File: src/rtl/spi_byte_receiver_if.sv
// rtl/spi_byte_receiver_if.sv - SPI pin bundle between an SPI master and the byte receiver
interface spi_byte_receiver_if;
  logic sck;
  logic cs_n;
  logic mosi;
  logic miso;

  modport master (output sck, output cs_n, output mosi, input miso);
  modport slave  (input sck, input cs_n, input mosi, output miso);
endinterface

File: src/rtl/spi_byte_receiver.sv
// rtl/spi_byte_receiver.sv - SPI mode 0 slave byte deserialiser with stretched rdy strobe
// Optional MISO echo of the previous byte: define SPI_MISO_ECHO_EN.
module spi_byte_receiver #(
  parameter int SYNC_STAGES = 2,
  parameter int RDY_HOLD    = 4
) (
  input  logic                clk,
  input  logic                reset,
  spi_byte_receiver_if.slave  spi,
  output logic [7:0]          rx_byte,
  output logic                rdy,
  output logic                frame_active,
  output logic                overrun
);

  localparam int HW = $clog2(RDY_HOLD + 1);

  typedef enum logic {IDLE, SHIFT} state_t;

  state_t                 state;
  logic [SYNC_STAGES-1:0] sck_sync;
  logic [SYNC_STAGES-1:0] cs_sync;
  logic [SYNC_STAGES-1:0] mosi_sync;
  logic                   sck_d;
  logic                   cs_d;
  logic [7:0]             shift;
  logic [2:0]             bit_cnt;
  logic [HW-1:0]          hold_cnt;

  logic       sck_s, cs_n_s, mosi_s;
  logic       sck_rise, cs_fall, cs_rise;
  logic       accept_rise, complete;
  logic [7:0] new_byte;

  assign sck_s    = sck_sync[SYNC_STAGES-1];
  assign cs_n_s   = cs_sync[SYNC_STAGES-1];
  assign mosi_s   = mosi_sync[SYNC_STAGES-1];
  assign sck_rise = sck_s & ~sck_d;
  assign cs_fall  = ~cs_n_s & cs_d;
  assign cs_rise  = cs_n_s & ~cs_d;
  assign new_byte = {shift[6:0], mosi_s};

  // cs_n_s must be low in the very cycle of the edge; a simultaneous deselect wins.
  assign accept_rise = sck_rise & ~cs_n_s & (state == SHIFT);
  assign complete    = accept_rise & (bit_cnt == 3'd7);

  always_ff @(posedge clk) begin
    if (!reset) begin
      state        <= IDLE;
      sck_sync     <= '0;
      cs_sync      <= '1;
      mosi_sync    <= '0;
      sck_d        <= 1'b0;
      cs_d         <= 1'b1;
      shift        <= 8'h00;
      bit_cnt      <= 3'd0;
      hold_cnt     <= '0;
      rx_byte      <= 8'h00;
      rdy          <= 1'b0;
      frame_active <= 1'b0;
      overrun      <= 1'b0;
    end else begin
      sck_sync  <= {sck_sync[SYNC_STAGES-2:0], spi.sck};
      cs_sync   <= {cs_sync[SYNC_STAGES-2:0], spi.cs_n};
      mosi_sync <= {mosi_sync[SYNC_STAGES-2:0], spi.mosi};
      sck_d     <= sck_s;
      cs_d      <= cs_n_s;

      if (rdy) begin
        if (hold_cnt == HW'(1)) rdy <= 1'b0;
        else                    hold_cnt <= hold_cnt - HW'(1);
      end

      if (cs_fall) begin
        state        <= SHIFT;
        frame_active <= 1'b1;
        bit_cnt      <= 3'd0;
        shift        <= 8'h00;
        overrun      <= 1'b0;
      end else if (cs_rise) begin
        state        <= IDLE;
        frame_active <= 1'b0;
        bit_cnt      <= 3'd0;
        shift        <= 8'h00;
      end else if (accept_rise) begin
        shift   <= new_byte;
        bit_cnt <= bit_cnt + 3'd1;
        // A byte landing while the previous one is still being presented is dropped.
        if (complete) begin
          if (rdy) begin
            overrun <= 1'b1;
          end else begin
            rx_byte  <= new_byte;
            rdy      <= 1'b1;
            hold_cnt <= HW'(RDY_HOLD);
          end
        end
      end
    end
  end

`ifdef SPI_MISO_ECHO_EN
  logic [7:0] tx;
  logic       miso_r;
  logic       sck_fall, accept_fall;

  assign sck_fall = ~sck_s & sck_d;
  // The fall right after the 8th rise is the byte boundary, so the freshly loaded MSB must survive it.
  assign accept_fall = sck_fall & ~cs_n_s & (state == SHIFT) & (bit_cnt != 3'd0);

  always_ff @(posedge clk) begin
    if (!reset) begin
      tx     <= 8'h00;
      miso_r <= 1'b0;
    end else begin
      if (cs_fall)          tx <= rx_byte;
      else if (complete)    tx <= rdy ? rx_byte : new_byte;
      else if (accept_fall) tx <= {tx[6:0], 1'b0};
      miso_r <= tx[7];
    end
  end

  assign spi.miso = miso_r;
`else
  assign spi.miso = 1'b0;
`endif

endmodule

File: src/flat_wrapper.sv
// flat-port wrapper written by rule: the top's interface ports become plain ports
module spi_byte_receiver_flat 
#(
  parameter int SYNC_STAGES = 2,
  parameter int RDY_HOLD    = 4
)
  (clk, reset, rx_byte, rdy, frame_active, overrun, spi_sck, spi_cs_n, spi_mosi, spi_miso);
  spi_byte_receiver_if spi_i ();
  input  logic clk;
  input  logic reset;
  output logic [7:0] rx_byte;
  output logic rdy;
  output logic frame_active;
  output logic overrun;
  input wire logic [$bits(spi_i.sck)-1:0] spi_sck;
  input wire logic [$bits(spi_i.cs_n)-1:0] spi_cs_n;
  input wire logic [$bits(spi_i.mosi)-1:0] spi_mosi;
  output wire logic [$bits(spi_i.miso)-1:0] spi_miso;
  assign spi_i.sck = spi_sck;
  assign spi_i.cs_n = spi_cs_n;
  assign spi_i.mosi = spi_mosi;
  assign spi_miso = spi_i.miso;
  spi_byte_receiver #(.SYNC_STAGES(SYNC_STAGES), .RDY_HOLD(RDY_HOLD)) u_core (.clk(clk), .reset(reset), .spi(spi_i), .rx_byte(rx_byte), .rdy(rdy), .frame_active(frame_active), .overrun(overrun));
endmodule
File: config.mk
export PLATFORM = sky130hd
export DESIGN_NAME = spi_byte_receiver_flat
export DESIGN_NICKNAME = d
export VERILOG_FILES = /design/src/rtl/spi_byte_receiver_if.sv /design/src/rtl/spi_byte_receiver.sv /design/src/flat_wrapper.sv
export SDC_FILE = /design/constraint.sdc
export NUM_CORES = 1
export LEC_CHECK = 0
export BUFFER_PORTS_ARGS = -buffer_cell sky130_fd_sc_hd__buf_2
export CORE_MARGIN = 2
export CORE_UTILIZATION = 59
export DETAILED_ROUTE_END_ITERATION = 8
export GPL_TIMING_DRIVEN = 0
export PLACE_DENSITY_LB_ADDON = 0.1
export SLEW_MARGIN = 20
export SYNTH_ARGS = -nofsm -noshare
export SYNTH_HDL_FRONTEND = slang
export SYNTH_SLANG_ARGS = --single-unit
File: constraint.sdc
create_clock -name clk -period 2.9 [get_ports clk]
set_clock_uncertainty 0.2 [all_clocks]
set_input_delay 0.29 -clock clk [delete_from_list [all_inputs] [get_ports clk]]
set_output_delay 0.29 -clock clk [all_outputs]
set_load 0.05 [all_outputs]
## Word-level counts from Yosys, hierarchy flattened

Cells that the tools add are included.

- $add $sub $neg: 2
- Equality and inequality tests: 2
- Muxes and demuxes: 16
- Bitwise logic cells: 13
- Reduce and logical (&&, ||, !) cells: 5

Operators with widths:

| kind | number |
|---|---|
| $mux W3 | 7 |
| $mux W1 | 9 |
| $not A1 Y1 | 7 |
| $and A1 B1 Y1 | 6 |
| $reduce_and A5 Y1 | 1 |
| $reduce_and A4 Y1 | 1 |
| $add A3 B1 Y3 const B | 1 |
| $eq A3 B1 Y1 const B | 1 |
| $eq A3 B3 Y1 const B | 1 |
| $reduce_or A3 Y1 | 1 |
| $sub A3 B1 Y3 const B | 1 |
| $reduce_bool A2 Y1 | 1 |
| $reduce_or A2 Y1 | 1 |

- Bits in registers: 32
- Bits of input ports: 5
- Output and inout port bits: 12
- Logic and storage cells: 50

## Longest topological paths before layout

Gate-level depths: netlist of run 1.

- Depth after elaboration: 9
- Mapped depth: 6
- Mapped depth without buffers: 5

## Worst setup path before layout of run 1

No wires, ideal clock.

- Kind: register to register
- Start point: register u_core.state
- End point: register u_core.rx_byte[0]
- Setup time: 0.072 ns
- Arrival: 1.501 ns
- Data required time: 2.628 ns
- Path slack: 1.128 ns
- Stages on the path, launching flop included: 5
- Buffers on the path: 1
- Period minus slack after synthesis: 1.772 ns
- Cell sequence: dfxtp_1 -> and4bb_4 -> and4b_4 -> buf_12 -> mux2i_1

- Cells in the longest elaborated chain, start to end: 3

RTL lines:

| element | line | source |
|---|---|---|
| from (decl) | spi_byte_receiver.sv:20 | `state_t state;` |
| from (signal assigned) | spi_byte_receiver.sv:49 | `state <= IDLE;` |
| from (signal assigned) | spi_byte_receiver.sv:75 | `state <= SHIFT;` |
| from (signal assigned) | spi_byte_receiver.sv:81 | `state <= IDLE;` |
| $and A1 B1 Y1 (*) | spi_byte_receiver.sv:44 | `assign accept_rise = sck_rise & ~cs_n_s & (state == SHIFT);` |
| $and A1 B1 Y1 | spi_byte_receiver.sv:45 | `assign complete = accept_rise & (bit_cnt == 3'd7);` |
| $reduce_and A5 Y1 (no source line) (*) | n/a |  |
| to (signal assigned) | spi_byte_receiver.sv:93 | `rx_byte <= new_byte;` |
| to (decl) | spi_byte_receiver.sv:10 | `output logic [7:0] rx_byte,` |

Mark *: on every way between the ends. The rest lies on a longest branch, timed or not.
A chain may end at the register's enable or synchronous reset.

## Final worst setup path of run 1

- Start point: register u_core.cs_sync[1]
- End point: register u_core.rx_byte[4]

RTL lines:

| element | line | source |
|---|---|---|
| from (decl) | spi_byte_receiver.sv:22 | `logic [SYNC_STAGES-1:0] cs_sync;` |
| from (signal assigned) | spi_byte_receiver.sv:64 | `cs_sync <= {cs_sync[SYNC_STAGES-2:0], spi.cs_n};` |
| $not A1 Y1 | spi_byte_receiver.sv:39 | `assign cs_fall = ~cs_n_s & cs_d;` |
| $and A1 B1 Y1 | spi_byte_receiver.sv:39 |  |
| via u_core.cs_fall | spi_byte_receiver.sv:31 | `logic sck_rise, cs_fall, cs_rise;` |
| $not A1 Y1 (no source line) | n/a |  |
| $reduce_and A5 Y1 (no source line) | n/a |  |

The timed path passes the listed nets, and every way through them passes these cells.

==> flow_metrics.py, run 1 <==
metrics = {
    "die": {
        "chipWidth_um": 50.5,
        "die_area_sq_mm": 0.00255,
        "die_h_um": 50.5,
        "io_pins": 17,
        "start_util_pct": 63.8,
        "coreArea_sq_mm": 0.00200,
        "num_rows": 16,
    },
    "synth": {
        "ys_seq_elements": 32,
        "synth_cell_types": 31,
        "yosysSeqAreaShare_pct": 50.1,
        "yosysWarnings": 0,
        "avgSynthCellArea_sq_um": 9.39,
        "syn_nets": 147,
        "syn_inst": 136,
        "syn_area_sq_mm": 0.00128,
    },
    "route": {
        "drtPass1Iterations": 4,
        "vias": 962,
        "wl_per_cell_um": 12.1,
        "avgViaCountPerCell": 5.04,
        "drcViolationCount": 0,
        "drtIter0Drc": 41,
        "drtAntennaViolNets": 0,
        "drt_wl_total_mm": 2.31,
    },
    "sta": {
        "fin_setup_tns_ps": 0,
        "setup_violations": 0,
        "rsz0062_at_grt": "no",
        "finalMaxSlewViolations": 0,
        "finalCritPeriodShare_pct": 60.1,
        "max_freq_mhz": 573,
        "final_hold_viol_count": 0,
        "period_needed_ps": 1740,
    },
    "layout": {
        "num_antenna_cells": 0,
        "drive_gt1_share_pct": 17.7,
        "area_growth_pct": 18.4,
        "nets": 174,
    },
    "worst_setup_path": {
        "end_kind": "flip-flop",
        "rr_startpoint": "u_core.cs_sync[1]$_SDFF_PN1_",
        "rr_endpoint": "u_core.rx_byte[4]$_SDFFE_PN0P_",
        "worstPathRequired_ps": 2960,
        "critPathArrivalTime_ps": 1810,
        "worst-r2r-cell-count": 6,
        "r2r_slack_ps": 1160,
        "path_max_fanout": 10,
        "path_class": "flip-flop to flip-flop",
        "start_kind": "flip-flop",
    },
    "global_route": {
        "use_met3_pct": 9.23,
        "use_met1_pct": 26.0,
        "grt_pass1_vias": 927,
        "grt.total_usage_pct": 21.7,
        "use_met2_pct": 34.4,
        "grt_max_degree": 11,
        "grt_antenna_before_repair": 0,
        "overflow": 0,
        "busiest_layer": "met2",
        "grt_pass1_wl_mm": 4.03,
    },
    "placed_design": {
        "io_buffer_count": 15,
        "dp.final_hpwl_mm": 1.49,
        "routabilityCongestion": 0.702,
    },
    "clock_tree": {
        "clk_pin_slew_ps": 90,
        "cts_tree": "built",
        "clk_latency_ps": 330,
        "cts_resized": 0,
        "clock_path_buffers": 2,
        "cts_made_buffers": 5,
        "cts.sinks": 32,
        "cts_max_level": 2,
        "cts-root-buf": "clkbuf_4",
    },
    "hold_path": {
        "hold_path.startpoint": "u_core.cs_sync[0]$_SDFF_PN1_",
        "whs_endpoint": "u_core.cs_sync[1]$_SDFF_PN1_",
        "hold_depth": 1,
        "hold_class": "flip-flop to flip-flop",
    },
    "power": {
        "power_leakage_nw": 0.607,
        "powerDensity_mw_per_mm2": 533,
        "power_mw": 0.806,
        "irDropWorstVdd_mv": 0.627,
    },
    "flow_run": {
        "maxCapViolCount": 0,
    },
    "outcome": {
        "status": "complete, no violations",
    },
}
-- state kept, by name, summed over array words and instances, names as in the netlist, 2 cells and up --
register          flops
u_core.rx_byte        8
u_core.sck_sync       2
u_core.shift          7
u_core.cs_sync        2
u_core.bit_cnt        3
u_core.mosi_sync      2
u_core.hold_cnt       3
-- critical path, stage by stage, from the launching register on --
cell     delay [ps]
dfxtp_1         380
inv_1            70
ha_1            210
nor2_1          200
and4b_4         300
buf_12          140
mux2i_1         180
-- how the worst max path moves through the flow --
| stage | startpoint | to | depth (start not counted) |
|---|---|---|---|
| after detailed placement | u_core.cs_sync[1]$_SDFF_PN1_ | u_core.rx_byte[2]$_SDFFE_PN0P_ | 6 |
| after CTS | u_core.cs_sync[1]$_SDFF_PN1_ | u_core.rx_byte[2]$_SDFFE_PN0P_ | 6 |
| after global placement | u_core.cs_sync[1]$_SDFF_PN1_ | u_core.rx_byte[4]$_SDFFE_PN0P_ | 6 |
| after floorplan | u_core.state$_SDFFE_PN0P_ | u_core.rx_byte[0]$_SDFFE_PN0P_ | 4 |
| after global routing | u_core.cs_sync[1]$_SDFF_PN1_ | u_core.rx_byte[3]$_SDFFE_PN0P_ | 6 |
| final | u_core.cs_sync[1]$_SDFF_PN1_ | u_core.rx_byte[4]$_SDFFE_PN0P_ | 6 |
-- cell families after synthesis --
logic type | count (synthesis) | synth area share (%)
buffers and inverters | 15 | 6.17
AND/OR/NAND/NOR | 54 | 20.5
AO/OA/AOI/OAI | 18 | 9.31
flip-flops | 32 | 50.1
multiplexers | 9 | 7.05
XOR/XNOR | 1 | 0.686
other | 1 | 0.294
adder cells (fa/ha/maj) | 6 | 5.88
-- synth_stat cells (all sizes together) --
library cell	n	area share, %
a41oi	1	0.69
nor3b	1	0.59
and2	5	2.4
o31ai	1	0.98
o2111ai	1	0.69
a31oi	1	0.49
clkbuf	2	0.59
conb	1	0.29
nand3b	1	0.59
buf	5	3.2
nand2b	2	0.98
nor3	1	0.39
a31o	1	0.69
nor2	2	0.59
and4b	1	1.1
o21a	1	0.59
xnor2	1	0.69
dfxtp	32	50
nand2	38	11
a21oi	10	3.9
nor2b	1	0.49
nand4bb	1	0.88
inv	8	2.4
o31a	1	0.69
a21boi	1	0.59
ha	6	5.9
mux2i	9	7.1
and4bb	1	1.3
-- layout by cell type (no fill, tap or decap), drive strengths merged, types with 2 or more instances in the layout --
master	synthesis	routed
nand2	38	38
a21oi	10	10
buf	5	20
nor2	2	2
and2	5	5
clkbuf	2	8
nand2b	2	2
dfxtp	32	32
ha	6	6
dlygate4sd3	0	5
mux2i	9	9
inv	8	8
-- power breakdown --
group / internal [mW] / leakage, nW / switching (mW)
Clock: 0.181 / 0.0422 / 0.146
Combinational: 0.0136 / 0.306 / 0.0190
Sequential: 0.444 / 0.259 / 0.00233
Total: 0.638 / 0.607 / 0.167
-- area by class of cell --
class	instances	area, sq um
flip-flops and latches	32	641
multi-input cells	89	558
well taps	27	33.8
repair buffers	20	125
inverters	8	30.0
clock buffers	6	41.3
plain buffers	7	48.8
clock inverters	2	35.0
fillers	162	489
-- per-layer routing --
layer | vias up | share of wire, %
met3 | 6 | 5.6
met2 | 21 | 46
met5 | - | 0
met4 | 0 | 1.6
met1 | 437 | 47
li1 | 498 | -
-- repair_timing --
item,CTS,global route
setup buffers,0,0
hold endpoints to repair,4,0
hold buffers,5,0
-- stage by stage --
stage	utilization [%]	cell area [sq um]	hold WS (ps)	setup slack [ps]	cells
after global routing	75.6	1510	267	1020	191
after detailed placement	69.3	1390	202	1180	178
after CTS	75.6	1510	230	1170	191
after global placement	69.3	1390	194	1220	178
final	75.6	1510	242	1160	191
after floorplan	-	1280	163	1130	136
Power figures use the tool's default switching activity.
==> run 2: changes to the inputs <==
--- a/config.mk
+++ b/config.mk
@@ -7,7 +7,7 @@
 export LEC_CHECK = 0
 export BUFFER_PORTS_ARGS = -buffer_cell sky130_fd_sc_hd__buf_2
 export CORE_MARGIN = 2
-export CORE_UTILIZATION = 59
+export CORE_UTILIZATION = 55
 export DETAILED_ROUTE_END_ITERATION = 8
 export GPL_TIMING_DRIVEN = 0
 export PLACE_DENSITY_LB_ADDON = 0.1
==> constraint.sdc (replaced) <==
create_clock -name clk -period 1.8 [get_ports clk]
set_clock_uncertainty 0.2 [all_clocks]
set_input_delay 0.18 -clock clk [delete_from_list [all_inputs] [get_ports clk]]
set_output_delay 0.18 -clock clk [all_outputs]
set_load 0.05 [all_outputs]
==> run 2 against run 1 <==
Hold slack got worse by 2.2 ps. Fmax rose by 6.8%. Power rose by 48%. Non-clock buffer count did not move. Clock power rose by 30%. Flip-flop and latch count did not move. Final cell count rose by 0.52%. Count of clock-buffer cells in the layout rose by 1. Global-route usage fell by 1.2 points. Register-to-register slack got worse by 990 ps. Combinational power rose by 57%. Via count rose by 0.31%. Critical path type unchanged. Critical endpoint is now u_core.rx_byte[3]$_SDFFE_PN0P_. Largest power group unchanged.
==> flow_metrics.py, run 2 (same netlist as run 1, synthesis figures left out) <==
metrics = {
    "global_route": {
        "grt_pass1_vias": 956,
        "grt_max_degree": 11,
        "grt_antenna_before_repair": 0,
        "grt_pass1_wl_mm": 4.00,
        "overflow": 0,
        "grt.total_usage_pct": 20.5,
    },
    "clock_tree": {
        "cts.sinks": 32,
        "clock_path_buffers": 2,
        "cts-root-buf": "clkbuf_4",
        "clk_latency_ps": 330,
        "clk_pin_slew_ps": 90,
        "cts_made_buffers": 5,
        "cts_max_level": 2,
        "cts_tree": "built",
    },
    "sta": {
        "setup_violations": 0,
        "rsz0062_at_grt": "no",
        "fin_setup_tns_ps": 0,
        "period_needed_ps": 1630,
        "finalCritPeriodShare_pct": 90.8,
        "finalMaxSlewViolations": 0,
        "final_hold_viol_count": 0,
        "fin_ws_ps": 166,
        "max_freq_mhz": 612,
    },
    "layout": {
        "drive_gt1_share_pct": 18.9,
        "top_regs": "u_core.rx_byte (8), u_core.shift (7)",
        "num_antenna_cells": 0,
        "postLayoutCoreUtil_pct": 68.0,
        "largest_register": "u_core.rx_byte",
        "area_growth_pct": 17.7,
        "largest_register_ffs": 8,
        "nets": 174,
        "most-common-layout-cells": "nand2_1 (38), dfxtp_1 (31), buf_2 (17)",
        "final_common_cell": "nand2_1",
    },
    "power": {
        "powerDensity_mw_per_mm2": 795,
        "power_leakage_nw": 0.597,
        "irDropWorstVdd_mv": 0.582,
    },
    "worst_setup_path": {
        "end_kind": "flip-flop",
        "worst-r2r-cell-count": 6,
        "critPathArrivalTime_ps": 1690,
        "rr_endpoint": "u_core.rx_byte[3]$_SDFFE_PN0P_",
        "r2r_slack_ps": 170,
        "path_max_fanout": 10,
        "path_class": "flip-flop to flip-flop",
        "worstPathRequired_ps": 1860,
        "start_kind": "flip-flop",
        "rr_startpoint": "u_core.cs_sync[1]$_SDFF_PN1_",
    },
    "route": {
        "avgViaCountPerCell": 5.03,
        "drtIter0Drc": 7,
        "vias": 965,
        "drtAntennaViolNets": 0,
        "drtPass1Iterations": 4,
        "drcViolationCount": 0,
        "wl_per_cell_um": 11.4,
        "drt_wl_total_mm": 2.20,
    },
    "flow_run": {
        "maxCapViolCount": 0,
    },
    "die": {
        "chipWidth_um": 52.2,
        "start_util_pct": 57.7,
        "die_area_sq_mm": 0.00272,
        "num_rows": 17,
        "die_h_um": 52.2,
        "coreArea_sq_mm": 0.00221,
        "io_pins": 17,
    },
    "hold_path": {
        "whs_endpoint": "u_core.mosi_sync[1]$_SDFF_PN0_",
        "hold_path.startpoint": "u_core.mosi_sync[0]$_SDFF_PN0_",
        "hold_class": "flip-flop to flip-flop",
        "hold_depth": 1,
    },
    "placed_design": {
        "io_buffer_count": 15,
        "dp.final_hpwl_mm": 1.57,
        "routabilityCongestion": 0.653,
        "dp_slack_ps": 58.6,
    },
    "outcome": {
        "status": "complete, no violations",
    },
}
[run 2: cell types whose count changed in the layout (fill, tap and decap cells not counted)]
cell,delta
clkbuf_8,+1
clkinv_2,-1
dfxtp_1,-1
dfxtp_2,+1
bufinv_16,-1
clkinvlp_4,+1
nor2_1,-1
nor2_2,+1
[run 2: worst max-delay path, stage by stage (launching register included)]
cell and delay [ps]:
dfxtp_2 360, inv_1 50, ha_1 210, nor2_2 140
and4b_4 280, buf_12 140, mux2i_1 180
[run 2: how the worst max path moves through the flow]
stage                                 startpoint                        endpoint  slack [ps]  depth (start not counted)
floorplan              u_core.state$_SDFFE_PN0P_  u_core.rx_byte[0]$_SDFFE_PN0P_          30                          4
finish              u_core.cs_sync[1]$_SDFF_PN1_  u_core.rx_byte[3]$_SDFFE_PN0P_         170                          6
detailed placement  u_core.cs_sync[1]$_SDFF_PN1_  u_core.rx_byte[1]$_SDFFE_PN0P_          60                          6
global placement    u_core.cs_sync[1]$_SDFF_PN1_  u_core.rx_byte[6]$_SDFFE_PN0P_         120                          6
CTS                 u_core.cs_sync[1]$_SDFF_PN1_  u_core.rx_byte[3]$_SDFFE_PN0P_          20                          6
global route        u_core.cs_sync[1]$_SDFF_PN1_  u_core.rx_byte[3]$_SDFFE_PN0P_          10                          6
[run 2: metrics by stage]
step | total power, mW | cells | instance area (sq um) | hold WS (ps)
5_1_grt | 1.25 | 192 | 1500 | 267
3_3_place_gp | 0.777 | 179 | 1390 | 165
2_1_floorplan | 0.765 | 136 | 1280 | 53.0
6_report | 1.20 | 192 | 1500 | 240
3_5_place_dp | 0.778 | 179 | 1390 | 169
4_1_cts | 1.21 | 192 | 1500 | 243
[run 2: layer usage]
layer | share of wire (%) | vias to the layer above | track usage (%)
li1 | - | 496 | -
met1 | 46 | 444 | 23.4
met2 | 48 | 23 | 34.0
met3 | 5.6 | 2 | 8.57
met4 | 0.77 | 0 | 7.69
met5 | 0 | - | 0
[run 2: cell type report]
cell class / count / area [sq um]
fill: 200 / 708
sequential: 32 / 642
multi-input combinational: 89 / 561
timing repair buffer: 20 / 125
clock buffer: 7 / 55.1
buffer: 7 / 48.8
tap: 28 / 35.0
inverter: 8 / 30.0
clock inverter: 1 / 7.51
[run 2: where the power goes]
part	switching (mW)	leakage, nW	internal [mW]
logic	0.0292	0.307	0.0219
clock network	0.235	0.0315	0.191
registers	0.00351	0.259	0.715
total	0.268	0.597	0.928
[run 2: repair_timing]
item | CTS | global route
setup buffers | 0 | 0
hold endpoints to repair | 4 | 0
endpoints found under the setup margin | 0 | 9
hold buffers | 5 | 0
resized for setup | 0 | 2
